--- src/rtl/adpcm_pkg.sv ---
// ============================================================================
// Module   : adpcm_pkg
// Brief    : Shared widths and types for the ADPCM codec and its packer.
// Revision : 1.0 - initial release
// ============================================================================
`default_nettype none

package adpcm_pkg;

    localparam int ADPCM_W       = 4;
    localparam int PCM_W         = 16;
    localparam int PACK_W        = 16;
    localparam int NIBS_PER_WORD = 4;

    typedef logic [ADPCM_W-1:0] adpcm_code_t;
    typedef logic [PACK_W-1:0]  adpcm_word_t;

endpackage : adpcm_pkg

`default_nettype wire

--- src/rtl/adpcm_sync_fifo.sv ---
// ============================================================================
// Module   : adpcm_sync_fifo
// Brief    : Single-clock show-ahead FIFO with registered pointers and level.
// Revision : 1.0 - initial release
// ============================================================================
`default_nettype none

module adpcm_sync_fifo #(
    parameter int DEPTH = 4,
    parameter int WIDTH = 16,
    parameter int LW    = $clog2(DEPTH) + 1
) (
    input  logic             clk,
    input  logic             rst,
    input  logic             i_push,
    input  logic [WIDTH-1:0] i_push_data,
    input  logic             i_pop,
    output logic [WIDTH-1:0] o_pop_data,
    output logic             o_valid,
    output logic             o_full,
    output logic [LW-1:0]    o_level
);

    localparam int            c_pw      = $clog2(DEPTH);
    localparam logic [c_pw-1:0] c_ptr_one = c_pw'(1);
    localparam logic [LW-1:0] c_lvl_one = LW'(1);
    localparam logic [LW-1:0] c_lvl_max = LW'(DEPTH);

    logic [WIDTH-1:0] r_mem [DEPTH];
    logic [c_pw-1:0]  r_wr_ptr;
    logic [c_pw-1:0]  r_rd_ptr;
    logic [LW-1:0]    r_level;
    logic             w_pop_ok;
    logic             w_push_ok;

    assign w_pop_ok  = i_pop & (r_level != '0);
    // A full FIFO still accepts when a pop frees the slot on the same edge.
    assign w_push_ok = i_push & ((r_level != c_lvl_max) | w_pop_ok);

    assign o_pop_data = r_mem[r_rd_ptr];
    assign o_valid    = (r_level != '0);
    assign o_full     = (r_level == c_lvl_max);
    assign o_level    = r_level;

    always_ff @(posedge clk) begin
        if (w_push_ok) begin
            r_mem[r_wr_ptr] <= i_push_data;
        end
    end

    always_ff @(posedge clk) begin
        if (rst) begin
            r_wr_ptr <= '0;
            r_rd_ptr <= '0;
            r_level  <= '0;
        end else begin
            if (w_push_ok) begin
                r_wr_ptr <= r_wr_ptr + c_ptr_one;
            end
            if (w_pop_ok) begin
                r_rd_ptr <= r_rd_ptr + c_ptr_one;
            end
            case ({w_push_ok, w_pop_ok})
                2'b10:   r_level <= r_level + c_lvl_one;
                2'b01:   r_level <= r_level - c_lvl_one;
                default: r_level <= r_level;
            endcase
        end
    end

endmodule : adpcm_sync_fifo

`default_nettype wire

--- src/rtl/adpcm_nibble_packer.sv ---
// ============================================================================
// Module   : adpcm_nibble_packer
// Brief    : Packs four ADPCM codes per 16-bit word into a valid/ready FIFO.
// Revision : 1.0 - initial release
// ============================================================================
`default_nettype none

module adpcm_nibble_packer
    import adpcm_pkg::*;
#(
    parameter int DEPTH = 4,
    parameter int LW    = $clog2(DEPTH) + 1
) (
    input  logic               clk,
    input  logic               rst,
    input  logic               enable,
    input  logic               ack,
    input  logic [ADPCM_W-1:0] tx_adpcm,
    input  logic               flush,
    input  logic               ovf_clr,
    output logic [PACK_W-1:0]  m_data,
    output logic               m_valid,
    input  logic               m_ready,
    output logic [LW-1:0]      level,
    output logic               ovf
);

    localparam int                 c_cnt_w    = $clog2(NIBS_PER_WORD);
    localparam logic [c_cnt_w-1:0] c_cnt_last = c_cnt_w'(NIBS_PER_WORD - 1);
    localparam logic [c_cnt_w-1:0] c_cnt_one  = c_cnt_w'(1);

    logic               r_ack_q;
    logic [c_cnt_w-1:0] r_nib_cnt;
    adpcm_code_t        r_held [NIBS_PER_WORD-1];
    logic               r_ovf;

    logic               w_cap;
    logic [c_cnt_w:0]   w_fill;
    logic               w_push;
    logic               w_pop;
    logic               w_full;
    adpcm_word_t        w_word;

    // Tracks ack through reset so release never looks like a rising edge.
    always_ff @(posedge clk) begin
        r_ack_q <= ack;
    end

    assign w_cap  = enable & ack & ~r_ack_q;
    assign w_fill = {1'b0, r_nib_cnt} + {{c_cnt_w{1'b0}}, w_cap};
    assign w_push = enable & ((w_cap & (r_nib_cnt == c_cnt_last))
                            | (flush & (w_fill != '0)));
    assign w_pop  = m_valid & m_ready;

    // Held nibbles low-first, this cycle's capture at slot nib_cnt, rest zeroed.
    always_comb begin
        w_word = '0;
        for (int i = 0; i < NIBS_PER_WORD - 1; i++) begin
            w_word[i*ADPCM_W +: ADPCM_W] = r_held[i];
        end
        w_word[r_nib_cnt*ADPCM_W +: ADPCM_W] = tx_adpcm;
        for (int i = 0; i < NIBS_PER_WORD; i++) begin
            if ((c_cnt_w + 1)'(i) >= w_fill) begin
                w_word[i*ADPCM_W +: ADPCM_W] = '0;
            end
        end
    end

    always_ff @(posedge clk) begin
        if (w_cap && !w_push) begin
            r_held[r_nib_cnt] <= tx_adpcm;
        end
    end

    always_ff @(posedge clk) begin
        if (rst) begin
            r_nib_cnt <= '0;
        end else if (!enable || w_push) begin
            r_nib_cnt <= '0;
        end else if (w_cap) begin
            r_nib_cnt <= r_nib_cnt + c_cnt_one;
        end
    end

    // A drop outranks a same-cycle clear so no overflow is ever lost.
    always_ff @(posedge clk) begin
        if (rst) begin
            r_ovf <= 1'b0;
        end else if (w_push && w_full && !w_pop) begin
            r_ovf <= 1'b1;
        end else if (ovf_clr) begin
            r_ovf <= 1'b0;
        end
    end

    assign ovf = r_ovf;

    adpcm_sync_fifo #(
        .DEPTH (DEPTH),
        .WIDTH (PACK_W),
        .LW    (LW)
    ) u_fifo (
        .clk         (clk),
        .rst         (rst),
        .i_push      (w_push),
        .i_push_data (w_word),
        .i_pop       (w_pop),
        .o_pop_data  (m_data),
        .o_valid     (m_valid),
        .o_full      (w_full),
        .o_level     (level)
    );

endmodule : adpcm_nibble_packer

`default_nettype wire

--- config.mk ---
export PLATFORM = sky130hd
export DESIGN_NAME = adpcm_nibble_packer
export DESIGN_NICKNAME = d
export VERILOG_FILES = /design/src/rtl/adpcm_pkg.sv /design/src/rtl/adpcm_sync_fifo.sv /design/src/rtl/adpcm_nibble_packer.sv
export SDC_FILE = /design/constraint.sdc
export NUM_CORES = 1
export LEC_CHECK = 0
export BUFFER_PORTS_ARGS = -buffer_cell sky130_fd_sc_hd__buf_2
export CORE_MARGIN = 2
export CORE_UTILIZATION = 53
export DETAILED_ROUTE_END_ITERATION = 8
export GPL_TIMING_DRIVEN = 0
export PLACE_DENSITY = 0.87
export SYNTH_ARGS = -nofsm -noshare
export SYNTH_HDL_FRONTEND = slang
export SYNTH_HIERARCHICAL = 1
export SYNTH_SLANG_ARGS = --single-unit
--- constraint.sdc ---
create_clock -name clk -period 2.72 [get_ports clk]
set_input_delay 0.136 -clock clk [delete_from_list [all_inputs] [get_ports clk]]
set_output_delay 0.136 -clock clk [all_outputs]
set_load 0.005 [all_outputs]
==> impl_metrics.csv, run 1 <==
group,metric,value,unit
grt,grt_max_degree,17,
sta,max-slew-margin-rel,0.583,
sta,post-route-period-util,1.03,
power,sequentialPowerShare,0.594,
placement,numPlacedInstances,379,
grt,grt_pass1_vias,2178,
drt,drtPass1Iterations,4,
yosys,async_reset_ff_frac,0,
sta,hold_viol,0,
die,die_height,90.1,um
worst_setup_path,timing.critical_path.cells,"and3b_1 > buf_6 > nand2_4 > ha_4 > o21a_1 > a21oi_2 > a21boi_4 > inv_2 > nand2_2 > fa_2 > nor4_4 > a31oi_1 > mux2_1",
yosys,synth-seq-cells,89,
sta,fin_setup_tns,-0.0691,ns
worst_setup_path,worstRegToRegCells,13,
placement,dp.final_hpwl,4390,um
worst_setup_path,crit_fanout,5,
worst_setup_path,crit_buf_inv,2,
yosys,synth_top_area_frac,0.581,
die,design.core.area,7210,sq um
power,power_switching_share,0.191,
placement,pre_cts_ws,-0.247,ns
clocking,cts_tree,"yes",
sta,max_freq,359,MHz
status,run_status,"finished, violations left",
power,powerDensity,541,nW/um^2
sta,rsz0062_at_grt,"true",
sta,fin_skew,0.00701,ns
clocking,max-clock-path-buffers,2,
drt,wl_met1,2990,um
die,dieWidth,90.1,um
hold_path,worst_hold_path_type,"primary input to flip-flop",
yosys,synth-edff-count,76,
clocking,clock_tree.htree_level_count,3,
yosys,netlist-cell-type-count,45,
yosys,synth_top_flop_cell,"sky130_fd_sc_hd__edfxtp_1",
worst_setup_path,critPathArrivalTime,3.03,ns
worst_setup_path,worst_ep_required_time,2.96,ns
power,cellInternalPower,2010,uW
yosys,mappedNetlistArea,3930,sq um
grt,grtUsageTotal,0.173,
status,violations,"setup timing",
worst_setup_path,start_kind,"flip-flop",
yosys,yosysSeqAreaShare,0.647,
die,design.die.area,8120,sq um
drt,routed-wl-met3,264,um
worst_setup_path,critPathMaxStageDelay,0.42,ns
yosys,yosysMostFrequentCell,"sky130_fd_sc_hd__edfxtp_1",
grt,grt_overflow_total,0,
cells_and_area,area_delta_synth_final,16.5,%
drt,routed-via-count,2172,
power,clkPwrFrac,0.380,
sta,setup-violations-final,1,
worst_setup_path,cp-end-kind,"flip-flop",
die,io_pins,32,
hold_path,hold_path_endpoint,"r_held[0][1]",
clocking,numCtsBuffers,9,
drt,via_per_inst,5.38,
power,max-vdd-ir-drop,0.301,mV
sta,max_slew.worst_pin.slew,0.619,ns
drt,detail_route.wirelength,6680,um
sta,final_period_minus_worst_setup_slack,2.79,ns
sta,drv_slew,0,
placement,place_congestion,0.785,
drt,routed_wire_length_per_instance,16.5,um
grt,antenna_found_initial,0,
hold_path,holdPathStages,1,
worst_setup_path,crit_family,"adder cells",
worst_setup_path,worst_r2r_startpoint,"r_ack_q",
clocking,clock-sinks,89,
grt,grt_pass1_wl,10800,um
drt,drc,0,
drt,uppermost_layer_routed,"met4",
drt,ant_nets,0,
drt,first_iter_violations,155,
drt,wl_met2,3360,um
yosys,synthesis.nets,276,
placement,port_buffers,31,
yosys,synth_top_cells_by_area,"sky130_fd_sc_hd__edfxtp_1 58%, sky130_fd_sc_hd__mux4_2 9.2%, sky130_fd_sc_hd__dfxtp_1 6.6%, sky130_fd_sc_hd__ha_1 4.8%, sky130_fd_sc_hd__nor2b_1 2.4%",
yosys,synth_largest_area_cell,"sky130_fd_sc_hd__edfxtp_1",
yosys,post_synth.cell_area_avg,15.8,sq um
clocking,clk_pin_slew_worst_paths,0.08,ns
power,leakage,0.00164,uW
yosys,ys_top_cells_by_count,"76 x sky130_fd_sc_hd__edfxtp_1, 18 x sky130_fd_sc_hd__a21oi_1, 16 x sky130_fd_sc_hd__mux4_2",
worst_setup_path,path_class,"flip-flop to flip-flop",
worst_setup_path,end_of_the_worst_register_to_register_path,"u_fifo/o_level[2]",
clocking,clock_insertion_delay_worst_skew,0.35,ns
worst_setup_path,worst_path_max_delay_cell,"sky130_fd_sc_hd__fa_2",
die,initial_utilization,0.545,
die,number_of_core_rows,31,
cells_and_area,instances_no_fill,404,
run,cap_violations,0,
worst_setup_path,r2r_slack,-0.07,ns
clocking,clock_tree.root_cell,"sky130_fd_sc_hd__clkbuf_8",
power,p_switching,472,uW
cells_and_area,final_net_count,329,
sta,worst_case_setup_margin_in_the_final_layout,-0.0691,ns
cells_and_area,drive_gt1_frac,0.325,
yosys,synthesis.instances,249,
cells_and_area,diodes,0,
yosys,synthesis_warning_total,6,
hold_path,hold_start,"tx_adpcm[1]",
power,p_comb_frac,0.026,
[worst register-to-register path, delay by kind of cell, from the launching register on]
family / cells / cell delay, ns
AO/OA/AOI/OAI: 4 / 0.52
adder cells (fa/ha/maj): 2 / 0.67
buffers and inverters: 2 / 0.24
flip-flops: 1 / 0.32
multiplexers: 1 / 0.32
AND/OR/NAND/NOR: 4 / 0.64
[worst max-delay path by stage]
stage	start	endpoint	cells past startpoint
2_1_floorplan	r_ack_q	u_fifo/o_level[2]	13
3_3_place_gp	r_ack_q	u_fifo/r_mem[0][6]	10
3_5_place_dp	r_ack_q	u_fifo/r_mem[2][6]	10
4_1_cts	r_ack_q	u_fifo/o_level[2]	14
5_1_grt	r_ack_q	u_fifo/o_level[2]	13
6_report	r_ack_q	u_fifo/o_level[2]	13
[power by group through the flow]
stage               Clock [uW]  Sequential [uW]  Combinational (uW)
floorplan                    0             1500                31.0
global placement             0             1500                53.0
detailed placement           0             1500                55.6
CTS                        956             1470                60.5
global route              1020             1470                70.6
finish                     943             1470                64.5
[logic make-up (layout without fill, tap and decap cells)]
group,Yosys count,count (layout),share of synthesized area
AOI/OAI and AO/OA,34,34,0.0541
xor gates and xnor gates,6,6,0.0182
adders and majority gates,16,16,0.0528
buffers and inverters,19,75,0.0245
DFF,89,89,0.647
muxes,20,20,0.102
and+or+nand+nor,65,65,0.101
[per-layer routing]
| metal | GRT usage | vias up |
|---|---|---|
| met4 | 0.0500 | 0 |
| met1 | 0.221 | 1073 |
| met5 | 0 | - |
| li1 | - | 1046 |
| met2 | 0.296 | 48 |
| met3 | 0.0444 | 5 |
[flip-flops by register name, indices dropped and copies added, names as in the netlist, named ones only]
register         flops
r_held              12
ovf                  1
r_ack_q              1
u_fifo/r_rd_ptr      2
u_fifo/r_mem        64
u_fifo/o_level       3
r_nib_cnt            2
u_fifo/r_wr_ptr      2
[cells in the final DEF (no fill, tap or decap), types with 2 or more instances in the layout]
master / count
sky130_fd_sc_hd__a211oi_1: 7
sky130_fd_sc_hd__a21oi_1: 17
sky130_fd_sc_hd__a31oi_1: 2
sky130_fd_sc_hd__and2_1: 8
sky130_fd_sc_hd__and2_4: 4
sky130_fd_sc_hd__and3_1: 2
sky130_fd_sc_hd__and4bb_2: 2
sky130_fd_sc_hd__buf_1: 2
sky130_fd_sc_hd__buf_2: 33
sky130_fd_sc_hd__buf_4: 11
sky130_fd_sc_hd__buf_6: 2
sky130_fd_sc_hd__bufinv_16: 2
sky130_fd_sc_hd__clkbuf_8: 9
sky130_fd_sc_hd__dfxtp_1: 12
sky130_fd_sc_hd__dlygate4sd3_1: 2
sky130_fd_sc_hd__edfxtp_1: 76
sky130_fd_sc_hd__ha_1: 13
sky130_fd_sc_hd__ha_4: 2
sky130_fd_sc_hd__inv_1: 8
sky130_fd_sc_hd__inv_2: 3
sky130_fd_sc_hd__mux2i_1: 3
sky130_fd_sc_hd__mux4_2: 16
sky130_fd_sc_hd__nand2_1: 4
sky130_fd_sc_hd__nand2b_1: 2
sky130_fd_sc_hd__nand3_1: 2
sky130_fd_sc_hd__nor2_1: 11
sky130_fd_sc_hd__nor2b_1: 15
sky130_fd_sc_hd__nor4_1: 2
sky130_fd_sc_hd__xnor2_1: 2
sky130_fd_sc_hd__xor2_1: 3
[stage by stage]
step / hold slack (ns) / utilization / cell area, sq um / power [uW]
floorplan: 0.164 / - / 3940 / 1530
global placement: 0.260 / 0.585 / 4220 / 1550
detailed placement: 0.267 / 0.585 / 4220 / 1560
CTS: 0.0850 / 0.624 / 4500 / 2490
global route: 0.0704 / 0.634 / 4580 / 2560
finish: 0.0946 / 0.634 / 4580 / 2480
[what timing repair did]
action                     CTS  global route
hold buffers                 2             0
pin swaps                    1             5
buffers inserted             3             6
gates resized for setup     10             7
hold endpoints to repair     2             0
setup endpoints to repair   66            66
[area by class of cell]
type                       instances  area [sq um]
timing repair buffer              42           243
clock buffer                       9           124
clock inverter                     5          81.3
fill                             547          2640
multi-input combinational        141          1370
inverter                          11          41.3
tap                               99           124
sequential                        89          2540
buffer                             8          55.1
No activity file was read; power rests on OpenSTA's default activity.
==> run 2: changes to the inputs <==
MAX_ROUTING_LAYER = met4   (was not set)
==> run 2 against run 1 <==
  * The flow still finishes with violations (setup timing)
  * Combinational power hardly changed
  * Maximum frequency is 0.12% higher
  * Die area stayed put
  * Clock power is 0.4% lower
  * Largest cell class unchanged
  * Highest routed layer unchanged
==> impl_metrics.csv, run 2 (same netlist as run 1, synthesis figures left out) <==
group,metric,value,unit
status,run_status,"finished, violations left",
status,violations,"setup timing",
worst_setup_path,start_kind,"flip-flop",
sta,drv_slew,0,
drt,via_per_inst,5.41,
power,p_switching,468,uW
clocking,clock_tree.htree_level_count,3,
clocking,clk_pin_slew_worst_paths,0.08,ns
die,design.die.area,8120,sq um
worst_setup_path,cp-end-kind,"flip-flop",
sta,hold_viol,0,
die,die_height,90.1,um
worst_setup_path,critPathArrivalTime,3.02,ns
clocking,cts_tree,"yes",
worst_setup_path,worst_ep_required_time,2.95,ns
drt,routed_wire_length_per_instance,16.6,um
worst_setup_path,path_class,"flip-flop to flip-flop",
drt,ant_nets,0,
drt,drc,0,
sta,max-slew-margin-rel,0.585,
cells_and_area,largest_register_ffs,64,
placement,dp.final_hpwl,4390,um
grt,grt_max_degree,17,
die,number_of_core_rows,31,
drt,drtPass1Iterations,4,
cells_and_area,area_delta_synth_final,16.5,%
worst_setup_path,crit_fanout,5,
sta,finalHoldWorstSlack,0.100,ns
cells_and_area,finish.utilization,0.634,
sta,max_freq,359,MHz
die,initial_utilization,0.545,
die,io_pins,32,
run,cap_violations,0,
placement,pre_cts_ws,-0.247,ns
sta,final_period_minus_worst_setup_slack,2.79,ns
power,max-vdd-ir-drop,0.300,mV
cells_and_area,instances_no_fill,404,
power,power_switching_share,0.189,
placement,numPlacedInstances,379,
power,sequentialPowerShare,0.594,
clocking,clock_tree.root_cell,"sky130_fd_sc_hd__clkbuf_8",
placement,place_congestion,0.796,
sta,rsz0062_at_grt,"true",
sta,setup-violations-final,1,
drt,first_iter_violations,151,
grt,antenna_found_initial,0,
sta,worst_case_setup_margin_in_the_final_layout,-0.0657,ns
grt,grt_pass1_vias,2174,
clocking,max-clock-path-buffers,2,
die,design.core.area,7210,sq um
cells_and_area,max_flop_register,"u_fifo/r_mem",
power,powerDensity,541,nW/um^2
sta,post-route-period-util,1.02,
clocking,clock-sinks,89,
power,clkPwrFrac,0.379,
hold_path,worst_hold_path_type,"primary input to flip-flop",
clocking,numCtsBuffers,9,
cells_and_area,diodes,0,
clocking,clock_insertion_delay_worst_skew,0.34,ns
sta,max_slew.worst_pin.slew,0.617,ns
cells_and_area,final_net_count,329,
hold_path,holdPathStages,1,
grt,grtUsageTotal,0.178,
placement,port_buffers,31,
power,cellInternalPower,2010,uW
drt,routed-via-count,2186,
die,dieWidth,90.1,um
cells_and_area,most_common_library_cell_in_the_layout_ignoring_fill_and_taps,"sky130_fd_sc_hd__edfxtp_1",
cells_and_area,drive_gt1_frac,0.325,
drt,detail_route.wirelength,6690,um
cells_and_area,most_frequent_cells_in_the_layout,"76 x sky130_fd_sc_hd__edfxtp_1, 33 x sky130_fd_sc_hd__buf_2, 17 x sky130_fd_sc_hd__a21oi_1",
grt,grt_pass1_wl,10800,um
power,power,2470,uW
power,p_comb_frac,0.026,
worst_setup_path,worstRegToRegCells,13,
power,leakage,0.00164,uW
sta,fin_skew,0.00624,ns
grt,grt_overflow_total,0,
==> run 2: cell counts in the layout (fill, tap and decap cells not counted) <==
Identical to the previous run, type by type.
==> run 2: area by class of cell <==
cell class / instances / area (sq um)
fillers: 547 / 2640
inverters: 11 / 41.3
plain buffers: 8 / 55.1
multi-input cells: 141 / 1370
repair buffers: 42 / 243
clock inverters: 5 / 81.3
well taps: 99 / 124
clock buffers: 9 / 124
flip-flops and latches: 89 / 2540
==> run 2: per-layer routing <==
layer / global-route usage / vias to the layer above / wire [um]
li1: - / 1046 / -
met1: 0.221 / 1071 / 3000
met2: 0.296 / 67 / 3340
met3: 0.0444 / 2 / 316
met4: 0.0500 / 0 / 33
met5: - / - / 0
==> run 2: worst paths after layout <==
kind / to / slack [ns] / startpoint
max: u_fifo/o_level[2] / -0.07 / r_ack_q
min: r_held[2][2] / 0.10 / tx_adpcm[2]
max reg2reg: u_fifo/o_level[2] / -0.07 / r_ack_q
min reg2reg: u_fifo/r_rd_ptr[1] / 0.55 / u_fifo/r_rd_ptr[1]
==> run 2: critical path, cell delays in order (launching register included) <==
cell                       delay [ns]
sky130_fd_sc_hd__dfxtp_2         0.32
sky130_fd_sc_hd__and3b_1         0.22
sky130_fd_sc_hd__buf_6           0.15
sky130_fd_sc_hd__nand2_4         0.07
sky130_fd_sc_hd__ha_4            0.25
sky130_fd_sc_hd__o21a_1          0.19
sky130_fd_sc_hd__a21oi_2         0.16
sky130_fd_sc_hd__a21boi_4        0.09
sky130_fd_sc_hd__inv_2           0.08
sky130_fd_sc_hd__nand2_2         0.06
sky130_fd_sc_hd__fa_2            0.42
sky130_fd_sc_hd__nor4_4          0.27
sky130_fd_sc_hd__a31oi_1         0.08
sky130_fd_sc_hd__mux2_1          0.32
==> run 2: repair_timing <==
item / 4_1_cts / 5_1_grt
resized for setup: 10 / 7
hold buffers: 2 / 0
pin swaps: 1 / 5
endpoints found under the hold margin: 2 / 0
endpoints found under the setup margin: 66 / 66
buffers inserted: 3 / 6
gates cloned: 0 / 0
==> run 2: per-stage QoR <==
| step | area [sq um] | setup TNS [ns] |
|---|---|---|
| finish | 4580 | -0.0657 |
| global route | 4580 | -0.472 |
| CTS | 4500 | 0 |
| detailed placement | 4220 | -15.23 |
| global placement | 4220 | -10.81 |
| floorplan | 3940 | 0 |
==> run 2: power groups by stage <==
stage               Sequential, uW  Combinational [uW]  Clock (uW)
floorplan                     1500                31.0           0
global placement              1500                53.0           0
detailed placement            1500                55.6           0
CTS                           1470                60.5         956
global route                  1470                70.6        1020
finish                        1470                64.4         939
